`config.mk`:
```
export PLATFORM = sky130hd
export DESIGN_NAME = dfr_input_mask
export DESIGN_NICKNAME = d
export VERILOG_FILES = /design/src/rtl/dfr_input_mask.sv
export SDC_FILE = /design/constraint.sdc
export NUM_CORES = 1
export LEC_CHECK = 0
export ABC_CLOCK_PERIOD_IN_PS = 4000
export BUFFER_PORTS_ARGS = -buffer_cell sky130_fd_sc_hd__buf_2
export CAP_MARGIN = 20
export CORE_ASPECT_RATIO = 2
export CORE_MARGIN = 3
export CORE_UTILIZATION = 55
export DETAILED_ROUTE_END_ITERATION = 7
export GPL_ROUTABILITY_DRIVEN = 1
export PLACE_DENSITY = 0.88
export SLEW_MARGIN = 20
export SYNTH_ARGS = -nofsm -noshare
export SYNTH_HDL_FRONTEND = slang
export SYNTH_SLANG_ARGS = --single-unit
```
`constraint.sdc`:
```
create_clock -name clk -period 4 [get_ports clk]
set_input_delay 0.2 -clock clk [delete_from_list [all_inputs] [get_ports clk]]
set_output_delay 0.2 -clock clk [all_outputs]
set_load 0.05 [all_outputs]
```
`src/rtl/dfr_input_mask.sv`:
```
// Input masking / time-multiplexing stage: each accepted sample is replayed once per
// virtual node with a per-node sign. Optional macro DFR_NEG_SAT_EN saturates -(-2^(W-1)).
module dfr_input_mask #(
    parameter int                       VIRTUAL_NODES = 10,
    parameter int                       DATA_WIDTH    = 32,
    parameter logic [VIRTUAL_NODES-1:0] MASK_INIT     = {VIRTUAL_NODES{1'b1}}
) (
    input  logic                                                        clk,
    input  logic                                                        rst,
    input  logic signed [DATA_WIDTH-1:0]                                din,
    input  logic                                                        din_valid,
    output logic                                                        din_ready,
    input  logic                                                        mask_wr,
    input  logic        [VIRTUAL_NODES-1:0]                             mask_din,
    output logic signed [DATA_WIDTH-1:0]                                dout,
    output logic                                                        dout_valid,
    output logic        [((VIRTUAL_NODES > 2) ? $clog2(VIRTUAL_NODES) : 1)-1:0] node_idx,
    output logic                                                        dout_last
);

    localparam int IDX_W = (VIRTUAL_NODES > 2) ? $clog2(VIRTUAL_NODES) : 1;
    localparam logic [IDX_W-1:0] LAST_IDX = IDX_W'(VIRTUAL_NODES - 1);
    localparam logic signed [DATA_WIDTH-1:0] MOST_NEG = {1'b1, {(DATA_WIDTH-1){1'b0}}};
    localparam logic signed [DATA_WIDTH-1:0] MOST_POS = {1'b0, {(DATA_WIDTH-1){1'b1}}};

    typedef enum logic {IDLE, RUN} state_t;

    state_t                        state_q;
    logic signed [DATA_WIDTH-1:0]  sample_q;
    logic [VIRTUAL_NODES-1:0]      mask_q;
    logic [VIRTUAL_NODES-1:0]      shadow_q;
    logic [IDX_W-1:0]              idx_q;
    logic signed [DATA_WIDTH-1:0]  dout_q;
    logic                          dout_valid_q;
    logic                          dout_last_q;
    logic                          din_ready_q;

    logic                          accept;
    logic [VIRTUAL_NODES-1:0]      mask_d;
    logic [VIRTUAL_NODES-1:0]      shadow_d;
    logic [IDX_W-1:0]              idx_d;
    logic signed [DATA_WIDTH-1:0]  dout_d;

    function automatic logic signed [DATA_WIDTH-1:0] apply_mask(
        input logic signed [DATA_WIDTH-1:0] s,
        input logic                         pos
    );
        if (pos) return s;
`ifdef DFR_NEG_SAT_EN
        if (s == MOST_NEG) return MOST_POS;
`endif
        return -s;
    endfunction

    // A write coincident with an accept must reach the shadow in the same edge.
    always_comb begin
        accept   = din_valid && din_ready_q;
        mask_d   = mask_wr ? mask_din : mask_q;
        shadow_d = accept ? mask_d : shadow_q;
        idx_d    = accept ? '0 : idx_q + 1'b1;
        dout_d   = apply_mask(accept ? din : sample_q, shadow_d[idx_d]);
    end

    always_ff @(posedge clk) begin
        if (accept) sample_q <= din;
    end

    always_ff @(posedge clk) begin
        if (rst) begin
            state_q      <= IDLE;
            idx_q        <= '0;
            dout_q       <= '0;
            dout_valid_q <= 1'b0;
            dout_last_q  <= 1'b0;
            din_ready_q  <= 1'b1;
            mask_q       <= MASK_INIT;
            shadow_q     <= MASK_INIT;
        end else begin
            mask_q   <= mask_d;
            shadow_q <= shadow_d;
            if (accept) begin
                state_q      <= RUN;
                idx_q        <= '0;
                dout_q       <= dout_d;
                dout_valid_q <= 1'b1;
                dout_last_q  <= 1'b0;
                din_ready_q  <= 1'b0;
            end else begin
                case (state_q)
                    IDLE: begin
                        dout_valid_q <= 1'b0;
                        dout_last_q  <= 1'b0;
                        din_ready_q  <= 1'b1;
                    end
                    RUN: begin
                        if (idx_q == LAST_IDX) begin
                            state_q      <= IDLE;
                            idx_q        <= '0;
                            dout_valid_q <= 1'b0;
                            dout_last_q  <= 1'b0;
                            din_ready_q  <= 1'b1;
                        end else begin
                            idx_q        <= idx_d;
                            dout_q       <= dout_d;
                            dout_valid_q <= 1'b1;
                            dout_last_q  <= (idx_d == LAST_IDX);
                            din_ready_q  <= (idx_d == LAST_IDX);
                        end
                    end
                    default: state_q <= IDLE;
                endcase
            end
        end
    end

    assign din_ready  = din_ready_q;
    assign dout       = dout_q;
    assign dout_valid = dout_valid_q;
    assign node_idx   = idx_q;
    assign dout_last  = dout_last_q;

endmodule

```
==> flow_summary.json <==
{
  "status": "finished, final reports clean",
  "wl_per_cell_um": 18.1,
  "clock_path_buffers": 2,
  "finalWorstSetupSlack_ns": 0.638,
  "drt_wl_total_um": 12100,
  "ioPinCount": 85,
  "port_buffers": 84,
  "nNetsFinal": 618,
  "vias_per_cell": 6.32,
  "antenna_found_initial": 0,
  "period_share": 0.841,
  "arrival_ns": 3.60,
  "core_um2": 7710,
  "syn2layout_area_growth_pct": 16.8,
  "grt_max_degree": 55,
  "row_count": 45,
  "pre_cts_slack_ns": 0.695,
  "clkSinkCount": 91,
  "setup-violations-final": 0,
  "required_ns": 4.24,
  "die_w_um": 69.7,
  "finalWeightedCongestion": 0.897,
  "drtAntennaViolNets": 0,
  "crit_type": "reg2reg",
  "drtIter0Drc": 379,
  "yosys.cell_types.count": 71,
  "async_flop_share": 0,
  "cap_violations": 0,
  "ys_seq_elements": 91,
  "pwr_density_cell_nw_per_um2": 501,
  "post_cts_buffers": 0,
  "holdBufCountCts": 0,
  "cts.repair.resized": 0,
  "drv_slew": 0,
  "clk_latency_ns": 0.35,
  "synth-edff-count": 0,
  "critPathMaxFanout": 15,
  "cp-end-kind": "register",
  "syn_nets": 548,
  "power.leakage_nw": 2.40,
  "antenna_cells": 0,
  "die-area_um2": 9300,
  "worstSetupStartpointType": "register",
  "max_freq_ghz": 0.297,
  "period_minus_slack_ns": 3.36,
  "rsz0062_at_grt": "no",
  "cts_buffers": 9,
  "final_util": 0.676,
  "synthCells": 499,
  "finalHoldViolations": 0,
  "synth_ff_type": "dfxtp_1",
  "post_route_cells_drive_above_1_share": 0.235,
  "die_y_um": 133,
  "seq_area_frac_synth": 0.408,
  "slew_headroom": 0.427,
  "synth_warnings": 0,
  "clkTransAtPathRegs_ns": 0.06,
  "gr-usage-all-layers": 0.262,
  "route.detailed.drc": 0,
  "cts_htree_levels": 3,
  "tightest_slew_ns": 0.859,
  "grt_pass1_wl_um": 19600,
  "finalSetupTns_ns": 0,
  "grt-ovfl-total": 0,
  "num_vias": 4225,
  "clock_skew_ns": 0.00642,
  "drt_pass1_iterations": 5,
  "cts_tree": "done",
  "place.detailed.hpwl_um": 8670,
  "cts_root_buffer": "clkbuf_16",
  "min_path_type": "in2reg",
  "synthesis.area_um2": 4460,
  "grt_pass1_vias": 4260,
  "initial_utilization": 0.579,
  "max-vdd-ir-drop_mv": 0.365,
  "avgSynthCellArea_um2": 8.94
}
-- layer usage --
metal  share of wire  track usage  up-vias  wire length [µm]
li1                -            -     1985                 -
met1            0.36        0.277     2010              4400
met2            0.53        0.468      188              6410
met3           0.062       0.0574       42               753
met4           0.043        0.157        0               514
met5               0            0        -                 0
-- worst max-delay path: stages (launching register included) --
cell	delay, ns
dfxtp_1	0.46
buf_4	0.26
nand3_1	0.10
a21boi_0	0.33
ha_1	0.30
or3b_2	0.45
nor4_1	0.44
o211a_4	0.31
nand4b_1	0.14
a21o_1	0.20
a32o_1	0.25
-- layout by cell type (no fill, tap or decap), types with 12 or more instances in the layout --
| master | instances |
|---|---|
| and3_1 | 13 |
| a32o_1 | 15 |
| a21o_1 | 14 |
| a21oi_1 | 12 |
| nand2_1 | 74 |
| buf_2 | 84 |
| a211o_1 | 13 |
| nor2_1 | 21 |
| nand3_1 | 32 |
| inv_1 | 17 |
| dfxtp_1 | 91 |
| mux2i_1 | 12 |
-- worst paths after layout --
kind / from / end / slack (ns) / depth (start not counted)
max: din_ready / dout[26] / 0.64 / 10
min: mask_din[9] / mask_q[9] / 0.09 / 2
max reg2reg: din_ready / dout[26] / 0.64 / 10
min reg2reg: dout[9] / dout[9] / 0.46 / 2
-- area by class of cell --
cell class / count / area, µm²
clock buffer: 9 / 225
tap: 94 / 118
sequential: 91 / 1820
timing repair buffer: 94 / 495
clock inverter: 7 / 78.8
multi-input combinational: 355 / 2400
fill: 587 / 2500
inverter: 18 / 67.6
-- Yosys cell counts, drive strengths merged, types with 3 or more instances --
master | instances | area [µm²]
ha | 3 | 37.5
nand4bb | 4 | 45.0
o221ai | 3 | 32.5
nand2b | 8 | 50.1
o31ai | 9 | 72.6
buf | 17 | 113
nand3 | 32 | 160
a22oi | 3 | 22.5
a2111o | 3 | 33.8
nor3 | 6 | 30.0
a21o | 14 | 105
o21ai | 9 | 45.0
a32o | 15 | 150
a211oi | 9 | 72.6
nor4 | 7 | 73.8
clkbuf | 18 | 67.6
nand2 | 75 | 284
nor2 | 21 | 78.8
and4bb | 3 | 37.5
dfxtp | 91 | 1820
nand3b | 3 | 35.0
mux2 | 7 | 82.6
or2 | 4 | 25.0
mux2i | 12 | 120
o311ai | 3 | 26.3
or4 | 3 | 26.3
a22o | 6 | 52.6
nand4b | 3 | 26.3
or3 | 8 | 50.1
a21oi | 13 | 65.1
nor2b | 5 | 31.3
a21boi | 3 | 22.5
a211o | 13 | 114
and3 | 13 | 81.3
and2 | 7 | 43.8
inv | 17 | 63.8
-- state kept, by name, summed over array words and instances, names as in the netlist --
name and count:
din_ready 1, dout_last 1, shadow_q 10, node_idx 4
dout 32, mask_q 10, sample_q 32, state_q 1
-- power by group --
group	internal (mW)	switching [mW]
combinational	0.215	0.454
clock	0.487	0.360
sequential	1.02	0.0716
total	1.72	0.886
-- stage by stage --
step                cell area [µm²]  instances  total power, mW  hold slack, ns
floorplan                      4460        499             1.60           0.324
global placement               4910        652             1.75           0.433
detailed placement             4910        652             1.77           0.439
CTS                            5210        668             2.62          0.0844
global route                   5210        668             2.71           0.101
finish                         5210        668             2.61          0.0945
-- cell families (layout without fill, tap and decap cells) --
| family | count (synthesis) | in the layout | share of synthesized area |
|---|---|---|---|
| buffers and inverters | 53 | 128 | 0.0555 |
| flip-flops | 91 | 91 | 0.408 |
| multiplexers | 20 | 20 | 0.0505 |
| AO/OA/AOI/OAI | 120 | 120 | 0.216 |
| adder cells (fa/ha/maj) | 3 | 3 | 0.00841 |
| XOR/XNOR | 2 | 2 | 0.00393 |
| AND/OR/NAND/NOR | 210 | 210 | 0.257 |
No activity file was read; power rests on OpenSTA's default activity.
